===== src/rtl/gb_envelope_multi.sv =====
// Multi-channel volume envelope generator.
// NUM_CH independent units share one frame-sequencer envelope tick. Each unit
// latches its settings on start, counts ticks down from the sweep period and
// steps its volume by one toward the selected bound until it saturates.
module gb_envelope_multi #(
  parameter int unsigned NUM_CH   = 4,
  parameter int unsigned VOL_W    = 4,
  parameter int unsigned PERIOD_W = 3
) (
  input  logic                         clk,
  input  logic                         reset,
  input  logic                         clk_vol_env,
  input  logic [NUM_CH-1:0]            start,
  input  logic [NUM_CH*VOL_W-1:0]      initial_volume,
  input  logic [NUM_CH-1:0]            envelope_increasing,
  input  logic [NUM_CH*PERIOD_W-1:0]   num_envelope_sweeps,
  output logic [NUM_CH*VOL_W-1:0]      target_vol,
  output logic [NUM_CH-1:0]            envelope_active,
  output logic [NUM_CH-1:0]            dac_enable
);

  localparam logic [VOL_W-1:0]    VolMax   = '1;
  localparam logic [VOL_W-1:0]    VolOne   = VOL_W'(1);
  localparam logic [PERIOD_W-1:0] PeriodOne = PERIOD_W'(1);

  for (genvar i = 0; i < int'(NUM_CH); i++) begin : g_ch
    logic [VOL_W-1:0]    vol_q, vol_d;
    logic [PERIOD_W-1:0] cnt_q, cnt_d;
    logic [PERIOD_W-1:0] per_q, per_d;
    logic                inc_q, inc_d;
    logic                act_q, act_d;
    logic                dac_q, dac_d;

    logic [VOL_W-1:0]    iv;
    logic [PERIOD_W-1:0] per_in;
    logic                inc_in;

    assign iv     = initial_volume[i*VOL_W +: VOL_W];
    assign per_in = num_envelope_sweeps[i*PERIOD_W +: PERIOD_W];
    assign inc_in = envelope_increasing[i];

    // Next state: start reloads everything (and swallows a coincident tick),
    // otherwise an active unit counts ticks and steps on each period expiry.
    always_comb begin
      vol_d = vol_q;
      cnt_d = cnt_q;
      per_d = per_q;
      inc_d = inc_q;
      act_d = act_q;
      dac_d = dac_q;
      if (start[i]) begin
        vol_d = iv;
        cnt_d = per_in;
        per_d = per_in;
        inc_d = inc_in;
        dac_d = (iv != '0) | inc_in;
        act_d = (per_in != '0) & (inc_in ? (iv != VolMax) : (iv != '0));
      end else if (clk_vol_env && act_q) begin
        if (cnt_q > PeriodOne) begin
          cnt_d = cnt_q - PeriodOne;
        end else begin
          cnt_d = per_q;
          if (inc_q) begin
            vol_d = vol_q + VolOne;
            // Stop in the same update that reaches the bound.
            if (vol_q == VolMax - VolOne) act_d = 1'b0;
          end else begin
            vol_d = vol_q - VolOne;
            if (vol_q == VolOne) act_d = 1'b0;
          end
        end
      end
    end

    // State register with synchronous reset.
    always_ff @(posedge clk) begin
      if (reset) begin
        vol_q <= '0;
        cnt_q <= '0;
        per_q <= '0;
        inc_q <= 1'b0;
        act_q <= 1'b0;
        dac_q <= 1'b0;
      end else begin
        vol_q <= vol_d;
        cnt_q <= cnt_d;
        per_q <= per_d;
        inc_q <= inc_d;
        act_q <= act_d;
        dac_q <= dac_d;
      end
    end

    assign target_vol[i*VOL_W +: VOL_W] = vol_q;
    assign envelope_active[i]           = act_q;
    assign dac_enable[i]                = dac_q;
  end

endmodule


===== config.mk =====
export PLATFORM = sky130hd
export DESIGN_NAME = gb_envelope_multi
export DESIGN_NICKNAME = d
export VERILOG_FILES = /design/src/rtl/gb_envelope_multi.sv
export SDC_FILE = /design/constraint.sdc
export NUM_CORES = 1
export LEC_CHECK = 0
export ABC_AREA = 1
export CAP_MARGIN = 20
export CORE_MARGIN = 1.5
export CORE_UTILIZATION = 48
export DETAILED_ROUTE_END_ITERATION = 10
export PLACE_DENSITY_LB_ADDON = 0.05
export SLEW_MARGIN = 20
export SYNTH_ARGS = -nofsm -noshare
export SYNTH_HDL_FRONTEND = slang
export SYNTH_SLANG_ARGS = --single-unit

===== constraint.sdc =====
create_clock -name clk -period 1.2 [get_ports clk]
set_input_delay 0.18 -clock clk [delete_from_list [all_inputs] [get_ports clk]]
set_output_delay 0.18 -clock clk [all_outputs]
set_load 0.01 [all_outputs]

-- Word level (Yosys, flattened, before mapping)
Index checks and enable logic that the tools add are counted.
W data, S select, Z words.
- output and inout port bits: 24
- register bits after elaboration: 52
- bits of input ports: 39
- word-level logic and storage cells: 152
- order comparisons: 4
- eq/ne operators: 20
- reductions and logical operators: 28
- multiplexer cells: 56
- bitwise operators: 8
- add/subtract/negate cells: 12
- operators by type and width (operator ; number):
    $mux W4 ; 16
    $mux W3 ; 12
    $mux W1 ; 28
    $reduce_bool A3 Y1 ; 8
    $add A4 B1 Y4 const B ; 4
    $eq A4 B1 Y1 const B ; 4
    $eq A4 B4 Y1 const B ; 4
    $ne A4 B4 Y1 const B ; 4
    $reduce_and A4 Y1 ; 4
    $reduce_bool A4 Y1 ; 4
    $sub A4 B1 Y4 const B ; 4
    $gt A3 B1 Y1 const B ; 4
    $ne A3 B2 Y1 const B ; 4
    $sub A3 B1 Y3 const B ; 4
    $ne A2 B2 Y1 const B ; 4
    $reduce_and A2 Y1 ; 4
    $reduce_bool A2 Y1 ; 4
    $and A1 B1 Y1 ; 4
    $logic_and A1 B1 Y1 ; 4
    $or A1 B1 Y1 ; 4

-- Longest topological paths before layout
Gate-level depths: netlist (run 1).
- depth in word-level cells: 6
- gate-level depth with buffers: 11
- mapped depth without buffers: 11

-- Worst setup path after synthesis (run 1)
Ideal clock, no wire load.
- kind: reg-to-reg
- start point: reg g_ch[1].vol_q[0]
- end point: reg g_ch[1].vol_q[1]
- slack: -0.142 ns
- buffers on the path: 0
- arrival: 1.273 ns
- required time: 1.130 ns
- stages on the path, launching flop included: 7
- period minus slack after synthesis: 1.342 ns
- cell sequence: dfxtp_1 inv_1 ha_1 xor2_1 o21ai_0 nand2_1 a21oi_1
- longest elaborated chain between the ends: 5
- RTL lines (what ; RTL line ; RTL):
    start: declaration ; 27 ; logic [VOL_W-1:0] vol_q, vol_d;
    start signal: assignment ; 85 ; vol_q <= vol_d;
    $sub A4 B1 Y4 / $add A4 B1 Y4 (equally long branches) ; 68, 64 ;
    $mux W4 (*) ; 63 ; if (inc_q) begin
    $mux W4 (*) ; 59 ; if (cnt_q > PeriodOne) begin
    $mux W4 (*) ; 58 ; end else if (clk_vol_env && act_q) begin
    $mux W4 (*) ; 51 ; if (start[i]) begin
Every way passes the cells marked *; elsewhere a longest branch is shown, timed or not. The select of a mux whose other input is x is not followed.
A chain may end at the register's enable or synchronous reset.

-- Worst setup path after layout (run 1)
- start point: reg g_ch[2].vol_q[1]
- end point: reg g_ch[2].vol_q[2]
- longest elaborated chain between the ends: 5
- RTL lines (what ; RTL line):
    start: declaration ; 27
    start signal: assignment ; 85
    $sub A4 B1 Y4 / $add A4 B1 Y4 (equally long branches) ; 68, 64
    $mux W4 (*) ; 63
    $mux W4 (*) ; 59
    $mux W4 (*) ; 58
    $mux W4 (*) ; 51
Marks and branches as above.

==> results.py, run 1 <==
metrics = {
    "outcome": {
        "outcome": "finished with violations",
        "failed_checks": "negative setup slack",
    },
    "clock_network": {
        "clock_insertion_delay_worst_skew_ps": 310,
        "clk_sinks": 52,
        "clock-root-buffer": "sky130_fd_sc_hd__clkbuf_8",
        "cts_tree": "yes",
        "cts_htree_levels": 2,
        "tritoncts.num_buffers": 5,
        "holdBufCountCts": 0,
        "clockBufferDepth": 2,
        "cts.clk_slew.worst_paths_ps": 90,
    },
    "sta": {
        "maximum_clock_frequency_mhz": 788,
        "tns_ps": -225,
        "finalWorstSetupSlack_ps": -69.1,
        "finalHoldWorstSlack_ps": 463,
        "relSlewSlack_pct": 80.2,
        "min_period_over_period_pct": 106,
        "number_of_max_slew_violations_in_the_final_report": 0,
        "final-hold-violation-count": 0,
        "rsz0062_at_grt": "true",
        "setup-violations-final": 8,
        "period_needed_ps": 1270,
        "worst-slew-pin-transition_ps": 296,
        "fin_worst_skew_ps": 4.11,
    },
    "power_and_ir_drop": {
        "power_mw": 5.00,
        "power_density_nw_per_um2": 921,
        "netSwitchingPower_mw": 1.78,
        "max_ir_drop_vdd_mv": 0.524,
        "power_leakage_nw": 2.46,
        "internal_power_mw": 3.22,
        "power_switching_share_pct": 35.6,
        "clock_power_share_pct": 19.9,
        "pwr-share-seq_pct": 40.3,
        "power.share.combinational_pct": 39.8,
    },
    "logic_synthesis": {
        "netlist_instances": 536,
        "synth.yosys.seq_area_share_pct": 30.5,
        "netlist_area_sq_um": 3420,
        "synth-async-reset-ratio_pct": 0,
        "ys_types": 30,
        "synth.top_cell.area_share_pct": 30.5,
        "most_common_cell_in_the_synthesized_netlist": "sky130_fd_sc_hd__nand2_1",
        "yosys_warnings": 0,
        "synthDominantAreaCellType": "sky130_fd_sc_hd__dfxtp_1",
        "ys_top_cells_by_area": "sky130_fd_sc_hd__dfxtp_1 30%, sky130_fd_sc_hd__nand2_1 17%, sky130_fd_sc_hd__ha_1 8.8%",
        "synth-main-ff-cell": "sky130_fd_sc_hd__dfxtp_1",
        "ffs_latches_synth": 52,
        "synth_commonest_cells": "153 x sky130_fd_sc_hd__nand2_1, 67 x sky130_fd_sc_hd__inv_1, 52 x sky130_fd_sc_hd__dfxtp_1, 52 x sky130_fd_sc_hd__nor2_1, 49 x sky130_fd_sc_hd__a21oi_1",
        "synth_fp_nets": 599,
        "synth_edf_count": 0,
        "synthesis.area_per_instance_sq_um": 6.37,
    },
    "setup_path": {
        "timing.critical_path.slowest_cell_delay_ps": 380,
        "endpoint_kind": "register",
        "crit_path_cell_trace": "buf_6, ha_4, nand2_2, nand2_2, xor2_1, nor2_1, nor2_1, nor2_1",
        "cp.required_ps": 1420,
        "critPathLaunchType": "register",
        "cp_max_fo": 3,
        "slowest_stage": "sky130_fd_sc_hd__dfxtp_4",
        "worstPathBufferInverterCount": 1,
        "worst-setup-path-type": "reg -> reg",
        "cpMostUsedCell": "sky130_fd_sc_hd__nor2_1",
        "timing.critical_path.max_delay_family": "flip-flops",
        "critical_path_arrival_ps": 1490,
    },
    "global_routing": {
        "grt_start_max_net_pins": 22,
        "grt_first_pass_wirelength_mm": 14.8,
        "antenna_violations_before_repair": 0,
        "vias_in_the_first_global_route": 3532,
        "globalRoute.totalOverflow": 0,
        "track_usage_pct": 24.2,
    },
    "placed_design": {
        "gp_congestion": 0.877,
        "port-buffer-count": 62,
        "dp.cells": 748,
        "post-dp-hpwl_mm": 6.75,
        "post-place-ws_ps": -427,
        "detailed_place.area_sq_um": 4640,
    },
    "route": {
        "totalWireLength_mm": 10.2,
        "drtIter0Drc": 152,
        "route.detailed.drc": 0,
        "detail_route.first_pass.iterations": 5,
        "ant_nets": 0,
        "via_to_cell_ratio": 5.11,
        "routedWlPerCell_um": 13.4,
        "vias": 3891,
    },
    "cells_and_area": {
        "post_layout_nonfiller_instances": 762,
        "nNetsFinal": 729,
        "drive_gt1_share_pct": 35.9,
        "synthToLayoutAreaGrowth_pct": 59.1,
        "design_area_sq_um": 5440,
        "finish.utilization_pct": 79.6,
        "antenna_diode_count": 0,
    },
    "floorplanning": {
        "num_io_pins": 63,
        "die-height_um": 87.4,
        "placeableCoreArea_sq_um": 6830,
        "initial_utilization_pct": 50.0,
        "rows": 30,
        "die_width_um": 87.4,
        "dieArea_sq_um": 7630,
    },
    "run": {
        "cap_viol_max_count": 0,
    },
    "min_path": {
        "min-delay-path-class": "reg -> reg",
    },
}
[cell usage in the layout (no fill, tap or decap), types with 3 or more instances in the layout]
cell	instances
sky130_fd_sc_hd__a21oi_2	14
sky130_fd_sc_hd__inv_2	12
sky130_fd_sc_hd__inv_4	8
sky130_fd_sc_hd__a21oi_1	35
sky130_fd_sc_hd__nor2_1	48
sky130_fd_sc_hd__clkbuf_8	5
sky130_fd_sc_hd__nand3_4	3
sky130_fd_sc_hd__xor2_1	3
sky130_fd_sc_hd__nand3_1	24
sky130_fd_sc_hd__o21ai_1	10
sky130_fd_sc_hd__nor2_4	4
sky130_fd_sc_hd__o21ai_0	19
sky130_fd_sc_hd__dfxtp_4	9
sky130_fd_sc_hd__inv_1	51
sky130_fd_sc_hd__nand3_2	15
sky130_fd_sc_hd__nand2_1	129
sky130_fd_sc_hd__nand2_2	18
sky130_fd_sc_hd__o21ai_2	4
sky130_fd_sc_hd__ha_4	18
sky130_fd_sc_hd__clkdlybuf4s50_1	37
sky130_fd_sc_hd__buf_2	4
sky130_fd_sc_hd__ha_1	4
sky130_fd_sc_hd__buf_6	15
sky130_fd_sc_hd__nand2_4	11
sky130_fd_sc_hd__dfxtp_1	26
sky130_fd_sc_hd__nand4_1	9
sky130_fd_sc_hd__dfxtp_2	17
sky130_fd_sc_hd__dlygate4sd2_1	19
sky130_fd_sc_hd__buf_4	66
[tightest hold or removal path: stages, from the launching register on]
cell and delay [ps]:
sky130_fd_sc_hd__dfxtp_1 310, sky130_fd_sc_hd__nand2_1 60, sky130_fd_sc_hd__a21oi_1 50
[logic make-up after synthesis]
group	count (synthesis)	share of synthesized area, %
simple gates	271	33.6
buf+inv	93	11.9
compound gates	90	13.7
flops	52	30.5
fa+ha+maj	24	8.79
xor+xnor	6	1.54
[state kept, by name, indices dropped and copies added, names as in the netlist]
name / count
g_ch.act_q: 4
g_ch.cnt_q: 12
g_ch.dac_q: 4
g_ch.inc_q: 4
g_ch.per_q: 12
g_ch.vol_q: 16
[timing repair]
action,in CTS,in global routing
setup endpoints to repair,54,38
pin swaps,32,60
resized for setup,98,136
setup buffers,5,3
[metal layers]
| layer | global-route usage (%) | vias to the layer above | wire, um |
|---|---|---|---|
| li1 | - | 1958 | - |
| met1 | 27.5 | 1809 | 4210 |
| met2 | 46.1 | 110 | 5480 |
| met3 | 3.51 | 14 | 398 |
| met4 | 7.22 | 0 | 135 |
| met5 | 0 | - | 0 |
[final cells by class]
| class | count | area, sq um |
|---|---|---|
| sequential | 52 | 1100 |
| clock inverter | 1 | 5.00 |
| multi-input combinational | 391 | 2580 |
| timing repair buffer | 145 | 1280 |
| fill | 489 | 1400 |
| inverter | 71 | 287 |
| tap | 96 | 120 |
| clock buffer | 6 | 72.6 |
[power by group through the flow]
| stage | Clock, mW | Sequential [mW] | Combinational (mW) |
|---|---|---|---|
| floorplan | 0 | 2.03 | 0.792 |
| global placement | 0 | 2.00 | 1.47 |
| detailed placement | 0 | 2.01 | 1.52 |
| CTS | 1.01 | 1.98 | 1.62 |
| global route | 1.07 | 2.03 | 2.17 |
| finish | 0.995 | 2.02 | 1.99 |
[path summary, 6_finish.rpt]
| path | cells after the start | from | end | slack [ps] |
|---|---|---|---|---|
| min | 2 | g_ch[1].dac_q$_SDFFE_PP0P_ | g_ch[1].dac_q$_SDFFE_PP0P_ | 460 |
| max | 8 | g_ch[2].vol_q[1]$_SDFFE_PP0P_ | g_ch[2].vol_q[2]$_SDFFE_PP0P_ | -70 |
| max reg2reg | 8 | g_ch[2].vol_q[1]$_SDFFE_PP0P_ | g_ch[2].vol_q[2]$_SDFFE_PP0P_ | -70 |
| min reg2reg | 2 | g_ch[1].dac_q$_SDFFE_PP0P_ | g_ch[1].dac_q$_SDFFE_PP0P_ | 460 |
(Power assumes the default switching activity.)
==> run 2: changes to the inputs <==
CORE_ASPECT_RATIO = 1.25   (was default)
==> run 2 against run 1 <==
Against the previous run:
- the flow still finishes with violations (negative setup slack)
- non-clock buffer count rose by 6
- register-to-register slack got worse by 40 ps
- global-route usage fell by 0.15 points
- cell count did not move
==> results.py, run 2 (synthesis results as in run 1) <==
metrics = {
    "setup_path": {
        "regToRegStartpoint": "g_ch[3].cnt_q[0]$_SDFFE_PP0P_",
        "worst-setup-path-type": "reg -> reg",
        "cp.required_ps": 1400,
        "timing.critical_path.slowest_cell_delay_ps": 390,
        "r2r_cells": 7,
        "cpMostUsedCell": "sky130_fd_sc_hd__a21oi_1",
        "cp_max_fo": 3,
        "crit_path_cell_trace": "buf_4, inv_1, ha_1, o21ai_0, a21oi_1, a21oi_1, nor2_1",
        "endpoint_kind": "register",
        "critPathLaunchType": "register",
        "worst_r2r_endpoint": "g_ch[3].cnt_q[2]$_SDFFE_PP0P_",
        "critical_path_arrival_ps": 1510,
        "slowest_stage": "sky130_fd_sc_hd__dfxtp_4",
        "rrSetupSlack_ps": -110,
    },
    "cells_and_area": {
        "drive_gt1_share_pct": 32.6,
        "nNetsFinal": 735,
        "max_flop_register": "g_ch.vol_q",
        "synthToLayoutAreaGrowth_pct": 55.0,
        "largest_register_ffs": 16,
        "layout.cells.most_common": "sky130_fd_sc_hd__nand2_1",
        "top_regs": "g_ch.vol_q: 16 flops, g_ch.cnt_q: 12 flops, g_ch.per_q: 12 flops",
        "antenna_diode_count": 0,
        "layout_common_cells": "128 x sky130_fd_sc_hd__nand2_1, 74 x sky130_fd_sc_hd__buf_4, 53 x sky130_fd_sc_hd__inv_1",
    },
    "route": {
        "route.detailed.drc": 0,
        "ant_nets": 0,
        "vias": 3866,
        "via_to_cell_ratio": 5.07,
        "routedWlPerCell_um": 12.7,
        "drtIter0Drc": 166,
        "totalWireLength_mm": 9.69,
        "detail_route.first_pass.iterations": 4,
    },
    "global_routing": {
        "grt_util_met2_pct": 43.7,
        "vias_in_the_first_global_route": 3587,
        "gr-usage-met1_pct": 28.2,
        "grt_first_pass_wirelength_mm": 15.1,
        "antenna_violations_before_repair": 0,
        "grt_start_max_net_pins": 15,
        "routing_layer_with_the_top_usage_in_global_route": "met2",
        "global_route.usage.met3_pct": 3.38,
        "globalRoute.totalOverflow": 0,
        "track_usage_pct": 24.0,
    },
    "sta": {
        "maximum_clock_frequency_mhz": 761,
        "final-hold-violation-count": 0,
        "min_period_over_period_pct": 109,
        "finalWorstSetupSlack_ps": -113,
        "number_of_max_slew_violations_in_the_final_report": 0,
        "setup-violations-final": 10,
        "fin_worst_skew_ps": 6.61,
        "worst-slew-pin-transition_ps": 316,
        "rsz0062_at_grt": "true",
        "tns_ps": -323,
        "relSlewSlack_pct": 78.7,
        "period_needed_ps": 1310,
    },
    "min_path": {
        "hold-path-cell-count": 2,
        "worst_hold_path.endpoint": "g_ch[1].per_q[2]$_SDFFE_PP0P_",
        "min_from": "g_ch[1].per_q[2]$_SDFFE_PP0P_",
        "min-delay-path-class": "reg -> reg",
    },
    "clock_network": {
        "tritoncts.num_buffers": 5,
        "cts_htree_levels": 2,
        "clockBufferDepth": 2,
        "clock_insertion_delay_worst_skew_ps": 310,
        "cts_tree": "yes",
        "cts.clk_slew.worst_paths_ps": 100,
        "clk_sinks": 52,
        "clock-root-buffer": "sky130_fd_sc_hd__clkbuf_8",
    },
    "placed_design": {
        "post-place-ws_ps": -344,
        "post-dp-hpwl_mm": 6.66,
        "gp_congestion": 0.921,
        "port-buffer-count": 62,
    },
    "power_and_ir_drop": {
        "power_mw": 4.86,
        "power_density_nw_per_um2": 919,
        "max_ir_drop_vdd_mv": 0.605,
        "power_leakage_nw": 2.47,
    },
    "outcome": {
        "failed_checks": "negative setup slack",
        "outcome": "finished with violations",
    },
    "floorplanning": {
        "rows": 34,
        "die_width_um": 78.5,
        "placeableCoreArea_sq_um": 6930,
        "die-height_um": 97.3,
        "num_io_pins": 63,
        "dieArea_sq_um": 7630,
        "initial_utilization_pct": 49.3,
    },
    "run": {
        "cap_viol_max_count": 0,
    },
}
-- run 2: cell types whose count changed in the layout (fill, tap and decap cells not counted), moves of 4 or more --
cell / previous run / this run
sky130_fd_sc_hd__ha_4: 18 / 13
sky130_fd_sc_hd__nand2_2: 18 / 22
sky130_fd_sc_hd__dfxtp_1: 26 / 30
sky130_fd_sc_hd__buf_4: 66 / 74
sky130_fd_sc_hd__nand3_1: 24 / 31
sky130_fd_sc_hd__nand3_2: 15 / 9
sky130_fd_sc_hd__dfxtp_2: 17 / 11
-- run 2: per-layer routing --
metal | wire length (um) | vias to the layer above
met4 | 244 | 0
li1 | - | 1977
met3 | 467 | 28
met1 | 4010 | 1732
met5 | 0 | -
met2 | 4970 | 129
-- run 2: worst max-delay path by stage --
| stage | start | endpoint | slack (ps) |
|---|---|---|---|
| after floorplan | g_ch[1].vol_q[0]$_SDFFE_PP0P_ | g_ch[1].vol_q[1]$_SDFFE_PP0P_ | -10 |
| after global routing | g_ch[3].cnt_q[1]$_SDFFE_PP0P_ | g_ch[3].cnt_q[2]$_SDFFE_PP0P_ | -170 |
| final | g_ch[3].cnt_q[0]$_SDFFE_PP0P_ | g_ch[3].cnt_q[2]$_SDFFE_PP0P_ | -110 |
| after global placement | clk_vol_env | g_ch[3].act_q$_SDFFE_PP0P_ | -350 |
| after detailed placement | clk_vol_env | g_ch[3].vol_q[3]$_SDFFE_PP0P_ | -340 |
| after CTS | g_ch[3].cnt_q[0]$_SDFFE_PP0P_ | g_ch[3].vol_q[3]$_SDFFE_PP0P_ | -80 |
-- run 2: what timing repair did --
action / 4_1_cts / 5_1_grt
resized for setup: 93 / 98
endpoints found under the setup margin: 51 / 33
hold buffers: 0 / 0
cloned: 0 / 0
buffers inserted: 7 / 3
pin swaps: 34 / 58
-- run 2: worst max-delay path, delay by kind of cell, from the launching register on --
family	cells	cell delay, ps
AOI/OAI and AO/OA	3	370
adders and majority gates	1	200
buffers and inverters	2	170
DFF	1	390
and+or+nand+nor	1	60
-- run 2: layout make-up --
cell class | count | area [sq um]
Fill cell | 548 | 1640
Clock inverter | 1 | 5.00
Multi-Input combinational cell | 391 | 2400
Tap cell | 90 | 113
Sequential cell | 52 | 1100
Timing Repair Buffer | 151 | 1330
Clock buffer | 6 | 72.6
Inverter | 71 | 279
-- run 2: metrics by stage --
step / hold slack, ps / util [%] / cell area [sq um] / instances
after floorplan: 336 / - / 3440 / 536
after CTS: 464 / 70.8 / 4910 / 759
after global routing: 482 / 76.4 / 5300 / 762
final: 462 / 76.4 / 5300 / 762
after global placement: 446 / 66.9 / 4640 / 745
after detailed placement: 448 / 66.9 / 4640 / 745
-- run 2: power breakdown --
part / switching (mW) / total, mW / internal, mW
registers: 0.138 / 2.00 / 1.87
logic: 0.944 / 1.85 / 0.905
clock network: 0.612 / 1.01 / 0.400
